## src/rtl/motor_pwm_decoder.sv

```systemverilog
// H-bridge fwd/rev PWM pair decoder: recovers a signed-magnitude
// drive command, brake and fault flags over a fixed 2^PWM_BITS window.
module motor_pwm_decoder #(
  parameter int PWM_BITS = 10
) (
  input  logic              clk,
  input  logic              rst_n,
  input  logic              fwd_in,
  input  logic              rev_in,
  input  logic              clr,
  output logic [PWM_BITS:0] cmd,
  output logic              valid,
  output logic              brake,
  output logic              fault,
  output logic              fault_sticky
);

  localparam logic [PWM_BITS:0] W_FULL =
    {1'b1, {PWM_BITS{1'b0}}};
  localparam logic [PWM_BITS-1:0] W_LAST = '1;
  localparam logic [PWM_BITS-1:0] W_ONE =
    {{(PWM_BITS-1){1'b0}}, 1'b1};

  typedef enum logic {
    ST_ACQ,
    ST_TRACK
  } state_t;

  state_t r_state;
  state_t w_state_n;

  logic r_fwd_meta;
  logic r_fwd_sync;
  logic r_rev_meta;
  logic r_rev_sync;

  logic [PWM_BITS-1:0] r_wcnt;
  logic [PWM_BITS:0]   r_f_cnt;
  logic [PWM_BITS:0]   r_r_cnt;
  logic [PWM_BITS:0]   r_b_cnt;

  logic [PWM_BITS:0] r_cmd;
  logic              r_valid;
  logic              r_brake;
  logic              r_fault;
  logic              r_sticky;

  logic              w_end;
  logic              w_eval;
  logic              w_f_inc;
  logic              w_r_inc;
  logic              w_b_inc;
  logic [PWM_BITS:0] w_f_fin;
  logic [PWM_BITS:0] w_r_fin;
  logic [PWM_BITS:0] w_b_fin;
  logic              w_hit;
  logic [PWM_BITS:0] w_cmd_n;
  logic              w_brake_n;

  function automatic logic [PWM_BITS-1:0] sat(
    input logic [PWM_BITS:0] x
  );
    if (x == W_FULL) return '1;
    return x[PWM_BITS-1:0];
  endfunction

  always_ff @(posedge clk or negedge rst_n) begin
    if (!rst_n) begin
      r_fwd_meta <= 1'b0;
      r_fwd_sync <= 1'b0;
      r_rev_meta <= 1'b0;
      r_rev_sync <= 1'b0;
    end else begin
      r_fwd_meta <= fwd_in;
      r_fwd_sync <= r_fwd_meta;
      r_rev_meta <= rev_in;
      r_rev_sync <= r_rev_meta;
    end
  end

  assign w_end   = (r_wcnt == W_LAST);
  assign w_f_inc = r_fwd_sync & ~r_rev_sync;
  assign w_r_inc = r_rev_sync & ~r_fwd_sync;
  assign w_b_inc = r_fwd_sync & r_rev_sync;

  // Final counts include the sample of the window-end cycle itself
  assign w_f_fin = r_f_cnt + {{PWM_BITS{1'b0}}, w_f_inc};
  assign w_r_fin = r_r_cnt + {{PWM_BITS{1'b0}}, w_r_inc};
  assign w_b_fin = r_b_cnt + {{PWM_BITS{1'b0}}, w_b_inc};

  always_ff @(posedge clk or negedge rst_n) begin
    if (!rst_n) begin
      r_wcnt  <= '0;
      r_f_cnt <= '0;
      r_r_cnt <= '0;
      r_b_cnt <= '0;
    end else if (clr) begin
      r_wcnt  <= '0;
      r_f_cnt <= '0;
      r_r_cnt <= '0;
      r_b_cnt <= '0;
    end else begin
      r_wcnt <= r_wcnt + W_ONE;
      if (w_end) begin
        r_f_cnt <= '0;
        r_r_cnt <= '0;
        r_b_cnt <= '0;
      end else begin
        r_f_cnt <= w_f_fin;
        r_r_cnt <= w_r_fin;
        r_b_cnt <= w_b_fin;
      end
    end
  end

  always_ff @(posedge clk or negedge rst_n) begin
    if (!rst_n) r_state <= ST_ACQ;
    else        r_state <= w_state_n;
  end

  always_comb begin
    w_state_n = r_state;
    w_eval    = 1'b0;
    if (clr) begin
      w_state_n = ST_ACQ;
    end else if (w_end) begin
      unique case (r_state)
        ST_ACQ:   w_state_n = ST_TRACK;
        ST_TRACK: w_eval    = 1'b1;
        default:  w_state_n = ST_ACQ;
      endcase
    end
  end

  // Priority: fault, full-window brake, reverse, forward/coast
  always_comb begin
    w_hit     = (w_f_fin != '0) && (w_r_fin != '0);
    w_cmd_n   = r_cmd;
    w_brake_n = 1'b0;
    if (w_hit) begin
      w_cmd_n = r_cmd;
    end else if (w_b_fin == W_FULL) begin
      w_cmd_n   = '0;
      w_brake_n = 1'b1;
    end else if (w_r_fin != '0) begin
      w_cmd_n = {1'b1, sat(w_r_fin)};
    end else begin
      w_cmd_n = {1'b0, sat(w_f_fin)};
    end
  end

  always_ff @(posedge clk or negedge rst_n) begin
    if (!rst_n) begin
      r_cmd    <= '0;
      r_valid  <= 1'b0;
      r_brake  <= 1'b0;
      r_fault  <= 1'b0;
      r_sticky <= 1'b0;
    end else begin
      r_valid <= w_eval;
      if (w_eval) begin
        r_cmd   <= w_cmd_n;
        r_brake <= w_brake_n;
        r_fault <= w_hit;
      end
      if (clr) begin
        r_sticky <= 1'b0;
      end else if (w_eval && w_hit) begin
        r_sticky <= 1'b1;
      end
    end
  end

  assign cmd          = r_cmd;
  assign valid        = r_valid;
  assign brake        = r_brake;
  assign fault        = r_fault;
  assign fault_sticky = r_sticky;

endmodule

```

## config.mk

```make
export PLATFORM = sky130hd
export DESIGN_NAME = motor_pwm_decoder
export DESIGN_NICKNAME = d
export VERILOG_FILES = /design/src/rtl/motor_pwm_decoder.sv
export SDC_FILE = /design/constraint.sdc
export NUM_CORES = 1
export LEC_CHECK = 0
export BUFFER_PORTS_ARGS = -buffer_cell sky130_fd_sc_hd__buf_2
export CAP_MARGIN = 0
export CORE_UTILIZATION = 49
export DETAILED_ROUTE_END_ITERATION = 12
export GPL_TIMING_DRIVEN = 0
export HOLD_SLACK_MARGIN = 0.08
export PLACE_DENSITY = 0.68
export SYNTH_ARGS = -nofsm -noshare
export SYNTH_HDL_FRONTEND = slang
export SYNTH_SLANG_ARGS = --single-unit
```

## constraint.sdc

```tcl
create_clock -name clk -period 5.8 [get_ports clk]
set_input_delay 0.87 -clock clk [delete_from_list [all_inputs] [get_ports clk]]
set_output_delay 0.87 -clock clk [all_outputs]
set_load 0.1 [all_outputs]
```

==> results.cfg, run 1 <==
[critical_path]
crit_required_ns = 6.01
endpoint_kind = register
crit_arrival_ns = 3.74
crit_type = register to register
critPathBufInv = 2
r2r_start = r_rev_sync$_DFF_PN0_
critPathMostFrequentCell = ha_1
crit_family = compound AO/OA/AOI/OAI gates
path_cells = nor2b_1 > ha_1 > ha_1 > and4_4 > buf_6 > a211o_1 > a311o_1 > nor4_1 > o21ba_2 > buf_2 > mux2_2
crit_slowest_cell = nor4_1
worst_r2r_endpoint = cmd[2]$_DFFE_PN0P_
r2r_cells = 11
cp_max_fo = 10
cpPeakStageDelay_ns = 0.50
r2r_slack_ns = 2.27
crit_path_start_kind = register

[drt]
wl_per_cell_um = 14.6
drt_iter0_drc = 146
drt-pass1-iter-count = 4
viasPerCell = 5.52
vias = 2392
drt-total-wl_mm = 6.32
drcViolationCount = 0
postRouteAntennaNets = 0

[die]
pin_count = 20
fp.dieH_um = 83.8
num_rows = 29
die-area_um2 = 7020
core_area_um2 = 6390
die_w_um = 83.8
start_util_pct = 51.3

[clock_network]
htreeDepth = 3
cts_root_buf = clkbuf_8
post-cts-setup-buffers = 0
cts_sinks = 63
ctsResizeCount = 0
clkTransAtPathRegs_ns = 0.06
clk-insertion-delay-late_ns = 0.33
cts_made_buffers = 9
cts_hold_buf = 0
clk_path_buf_depth = 2
cts_tree = built

[place]
numPortBuffers = 19
dp_hpwl_mm = 4.52
placed_cell_area_um2 = 3490
place.gp.congestion = 0.825

[pwr]
power.density_nw_per_um2 = 233
intPower_uw = 649
p_seq_share_pct = 52.7
max-vdd-ir-drop_v = 0.000169
p_leak_nw = 1.71
p_switching_uw = 202
p_comb_share_pct = 8.8
power_frac_clock_pct = 38.5
switching_share_pct = 23.8
p_total_uw = 851

[synth]
syn_avg_cell_area_um2 = 10.2
async_flop_share_pct = 100
synthDistinctLibCells = 48
syn_nets = 334
ys.flop_type = dfrtp_1
netlist_instances = 322
yosysWarnings = 0
synthesis.area_um2 = 3280
ys_seq_elements = 63
seq_area_frac_synth_pct = 48.1
synth_edf_count = 0

[run]
drv_cap = 0

[grt]
antenna_found_initial = 0
grt.overflow.total = 0
grt_util_all_layers_pct = 19.8
grt_max_degree = 39
grt_pass1_vias = 2299
grt_pass1_wl_mm = 11.0

[sta]
post-route-min-period_ns = 3.53
max_slew_margin_pct = 48.7
timing.fmax_ghz = 0.283
worst_slew_pin_slew_ns = 0.764
post-route-period-util_pct = 60.9
finClkSkew_ns = 0.00750
rsz0062_at_grt = false
finalSetupViolCount = 0
tns_ns = 0
hold_viol_final = 0
slew_violations = 0

[final_layout]
drive_gt1_share_pct = 13.8
final_common_cell = dfrtp_1
layout_common_cells = dfrtp_1, nor2_1, xor2_1, buf_2, nand2_1
stdcell_area_um2 = 3650
n_fill_cell = 569
final_nets = 365
num_antenna_cells = 0
syn_to_final_growth_pct = 11.5

[hold_path]
min_to = r_fwd_sync$_DFF_PN0_
hp-class = register to register
worstHoldStart = r_fwd_meta$_DFF_PN0_
hold_depth = 0

[outcome]
status = finished clean
==> power by group through the flow <==
stage          logic (mW)  clock network (mW)  registers, mW
2_1_floorplan      0.0496                   0          0.456
4_1_cts            0.0757               0.334          0.448
6_report           0.0749               0.328          0.448
5_1_grt            0.0837               0.361          0.449
3_3_place_gp       0.0729                   0          0.456
3_5_place_dp       0.0751                   0          0.456
==> cells by family (layout without fill, tap and decap cells) <==
family	Yosys count	in the layout	share of synthesized area [%]
adders and majority gates	7	7	2.67
xor gates and xnor gates	35	35	9.36
DFF	63	63	48.1
muxes	13	13	4.24
AOI/OAI and AO/OA	50	50	11.8
and+or+nand+nor	128	128	19.9
buffers and inverters	26	60	3.93
==> metal layers <==
metal	GRT usage (%)	up-vias	part of all wire, %
li1	-	1211	-
met1	29.2	1128	52
met2	29.4	44	44
met3	3.66	9	3.1
met4	6.93	0	1.3
met5	0	-	0
==> stage by stage <==
stage                     utilization [%]  instances  hold WS (ns)  setup slack [ns]
final                                57.2        433         0.350              2.27
after global routing                 57.2        433         0.367              2.13
after CTS                            57.2        433         0.352              2.31
after detailed placement             54.6        419         0.339              2.31
after global placement               54.3        418         0.334              2.35
after floorplan                         -        322         0.331              2.60
==> how the worst max path moves through the flow <==
stage | startpoint | end | slack, ns | cells after the start
final | r_rev_sync$_DFF_PN0_ | cmd[2]$_DFFE_PN0P_ | 2.27 | 11
after global routing | r_fwd_sync$_DFF_PN0_ | cmd[9]$_DFFE_PN0P_ | 2.13 | 11
after CTS | r_rev_sync$_DFF_PN0_ | cmd[2]$_DFFE_PN0P_ | 2.31 | 11
after detailed placement | r_rev_sync$_DFF_PN0_ | cmd[2]$_DFFE_PN0P_ | 2.31 | 11
after global placement | r_rev_sync$_DFF_PN0_ | cmd[2]$_DFFE_PN0P_ | 2.35 | 11
after floorplan | r_rev_sync$_DFF_PN0_ | cmd[1]$_DFFE_PN0P_ | 2.60 | 11
==> registers in the layout, indices dropped and copies added, names as in the netlist <==
signal / cells
r_f_cnt: 11
cmd: 11
fault_sticky: 1
r_fwd_meta: 1
brake: 1
r_rev_meta: 1
fault: 1
r_b_cnt: 11
valid: 1
r_wcnt: 10
r_state: 1
r_r_cnt: 11
r_fwd_sync: 1
r_rev_sync: 1
==> synthesized netlist by cell type, types with 2 or more instances <==
cell type,instances,share of area (%)
a211oi_1,2,0.46
a21oi_1,4,0.61
and2_1,7,1.3
and3_1,4,0.76
and4_1,5,1.3
buf_6,4,1.4
clkbuf_1,11,1.3
dfrtp_1,63,48
ha_1,7,2.7
inv_1,10,1.1
mux2_2,7,2.4
mux2i_1,6,1.8
nand2_1,18,2.1
nand3_1,17,2.6
nand4_1,9,1.7
nor2_1,43,4.9
nor2b_1,7,1.3
nor3_1,4,0.61
nor3b_1,2,0.46
nor4_1,3,0.57
o211ai_1,3,0.69
o21a_1,2,0.46
o21ai_0,5,0.76
o311a_1,6,1.8
o31ai_1,14,3.2
or3_1,4,0.76
xnor2_1,14,3.7
xor2_1,21,5.6
==> worst register-to-register path: stages (launching register included) <==
cell     delay [ns]
dfrtp_1        0.38
nor2b_1        0.14
ha_1           0.22
ha_1           0.26
and4_4         0.22
buf_6          0.12
a211o_1        0.30
a311o_1        0.39
nor4_1         0.50
o21ba_2        0.25
buf_2          0.28
mux2_2         0.37
==> area by class of cell <==
cell class	instances	area, µm²	area share (%)
clock inverter	1	5.00	0.137
clock buffer	13	159	4.35
multi-input combinational	233	1570	43.0
sequential	63	1580	43.2
tap	77	96.3	2.64
timing repair buffer	20	115	3.15
inverter	10	37.5	1.03
buffer	16	91.3	2.50
(Power assumes the default switching activity.)
==> run 2, diff against run 1 <==
--- a/config.mk
+++ b/config.mk
@@ -11,7 +11,7 @@
 export DETAILED_ROUTE_END_ITERATION = 12
 export GPL_TIMING_DRIVEN = 0
 export HOLD_SLACK_MARGIN = 0.08
-export PLACE_DENSITY = 0.68
+export PLACE_DENSITY = 0.71
 export SYNTH_ARGS = -nofsm -noshare
 export SYNTH_HDL_FRONTEND = slang
 export SYNTH_SLANG_ARGS = --single-unit
==> constraint.sdc (replaced) <==
create_clock -name clk -period 2.9 [get_ports clk]
set_input_delay 0.435 -clock clk [delete_from_list [all_inputs] [get_ports clk]]
set_output_delay 0.435 -clock clk [all_outputs]
set_load 0.1 [all_outputs]
==> run 2 against run 1 <==
The flow now finishes with violations (negative setup slack); via count is 5.2% higher; global-route usage rose by 0.83 points; critical path depth decreased by 1; hold slack got worse by 0.18 ns; clock power is 140% higher.
==> results.cfg, run 2 (synthesized netlist as in run 1, its figures left out) <==
[grt]
grt_util_all_layers_pct = 20.6
grt_pass1_vias = 2395
grt.overflow.total = 0
antenna_found_initial = 0
grt_pass1_wl_mm = 11.4
grt_max_degree = 64

[die]
num_rows = 29
die-area_um2 = 7020
pin_count = 20
core_area_um2 = 6390
start_util_pct = 51.3
fp.dieH_um = 83.8
die_w_um = 83.8

[critical_path]
cpPeakStageDelay_ns = 0.42
r2r_cells = 10
crit_type = register to register
crit_arrival_ns = 3.20
endpoint_kind = register
path_cells = nor2b_1 > ha_2 > ha_4 > xor2_1 > or4_1 > a2111o_1 > nor3b_2 > o21ba_4 > buf_12 > mux2_4
crit_slowest_cell = dfrtp_1
crit_path_start_kind = register
crit_required_ns = 3.11
cp_max_fo = 8

[sta]
tns_ns = -0.484
setup_slack_ns = -0.0843
post-route-period-util_pct = 103
max_slew_margin_pct = 44.3
finalSetupViolCount = 9
timing.fmax_ghz = 0.335
hold_viol_final = 0
worst_slew_pin_slew_ns = 0.829
slew_violations = 0
post-route-min-period_ns = 2.98
finClkSkew_ns = 0.00868
rsz0062_at_grt = true

[final_layout]
fin_util_pct = 61.5
final_common_cell = dfrtp_1
layout_common_cells = dfrtp_1, nor2_1, xor2_1, nand2_1, buf_2
syn_to_final_growth_pct = 19.9
final_nets = 372
n_fill_cell = 512
num_antenna_cells = 0
multi_input_area_um2 = 1730
regArea_um2 = 1580
drive_gt1_share_pct = 20.8

[drt]
postRouteAntennaNets = 0
drt_iter0_drc = 201
drcViolationCount = 0
met3_length_um = 190
viasPerCell = 5.69
routed.top_layer = met4
drt-pass1-iter-count = 4
wl_per_cell_um = 15.4
wl_met1_mm = 3.39
drt-total-wl_mm = 6.82
vias = 2517
dr_wl_met2_mm = 3.15

[clock_network]
clk_path_buf_depth = 2
cts_made_buffers = 9
cts_tree = built
cts_hold_buf = 0
clk-insertion-delay-late_ns = 0.33
htreeDepth = 3
cts_sinks = 63
clkTransAtPathRegs_ns = 0.07
cts_root_buf = clkbuf_8

[place]
place_ws_ns = -0.416
dp_hpwl_mm = 4.49
place.gp.congestion = 0.859
numPortBuffers = 19

[outcome]
status = finished with violations
violations = negative setup slack

[hold_path]
hp-class = input port to async pin

[pwr]
p_leak_nw = 1.80
power.density_nw_per_um2 = 475
p_total_mw = 1.86
max-vdd-ir-drop_v = 0.000343

[run]
drv_cap = 0
-- run 2: final timing paths --
path,start,endpoint,slack (ns)
max,r_fwd_sync$_DFF_PN0_,cmd[2]$_DFFE_PN0P_,-0.08
min,rst_n,r_b_cnt[8]$_DFF_PN0_,0.17
max reg2reg,r_fwd_sync$_DFF_PN0_,cmd[2]$_DFFE_PN0P_,-0.08
min reg2reg,r_fwd_meta$_DFF_PN0_,r_fwd_sync$_DFF_PN0_,0.35
max in group asynchronous,rst_n,r_b_cnt[4]$_DFF_PN0_,2.22
min in group clk,rev_in,r_rev_meta$_DFF_PN0_,0.22
-- run 2: cell type report --
class	instances	share of cell area [%]
flip-flops and latches	63	40.2
multi-input cells	233	44.1
well taps	77	2.45
inverters	10	0.956
repair buffers	29	4.72
plain buffers	14	2.33
clock buffers	13	4.30
clock inverters	3	1.02
-- run 2: per-stage QoR --
step	hold WS [ns]	instances	cell area, µm²
after global placement	0.333	418	3490
final	0.174	442	3930
after floorplan	0.139	322	3300
after detailed placement	0.338	418	3490
after CTS	0.209	438	3810
after global routing	0.208	442	3930
-- run 2: timing repair --
| action | in CTS | in global routing |
|---|---|---|
| endpoints found under the setup margin | 14 | 11 |
| pin swaps | 13 | 6 |
| resized for setup | 16 | 13 |
| setup buffers | 6 | 4 |
-- run 2: power breakdown --
part	leakage, nW	internal, mW	switching, mW
Clock	0.109	0.465	0.322
Combinational	0.847	0.0778	0.101
Sequential	0.840	0.890	0.00802
-- run 2: routing by layer --
layer	vias to the layer above	global-route usage (%)
met2	59	32.0
met4	0	8.94
li1	1229	-
met5	-	0
met3	12	2.77
met1	1217	29.2
-- run 2: critical path: cells and delay by family, from the launching register on --
kind / cells / cell delay [ns]
buf+inv: 1 / 0.14
flops: 1 / 0.42
compound gates: 2 / 0.62
mux: 1 / 0.30
simple gates: 3 / 0.83
xor+xnor: 1 / 0.15
fa+ha+maj: 2 / 0.41
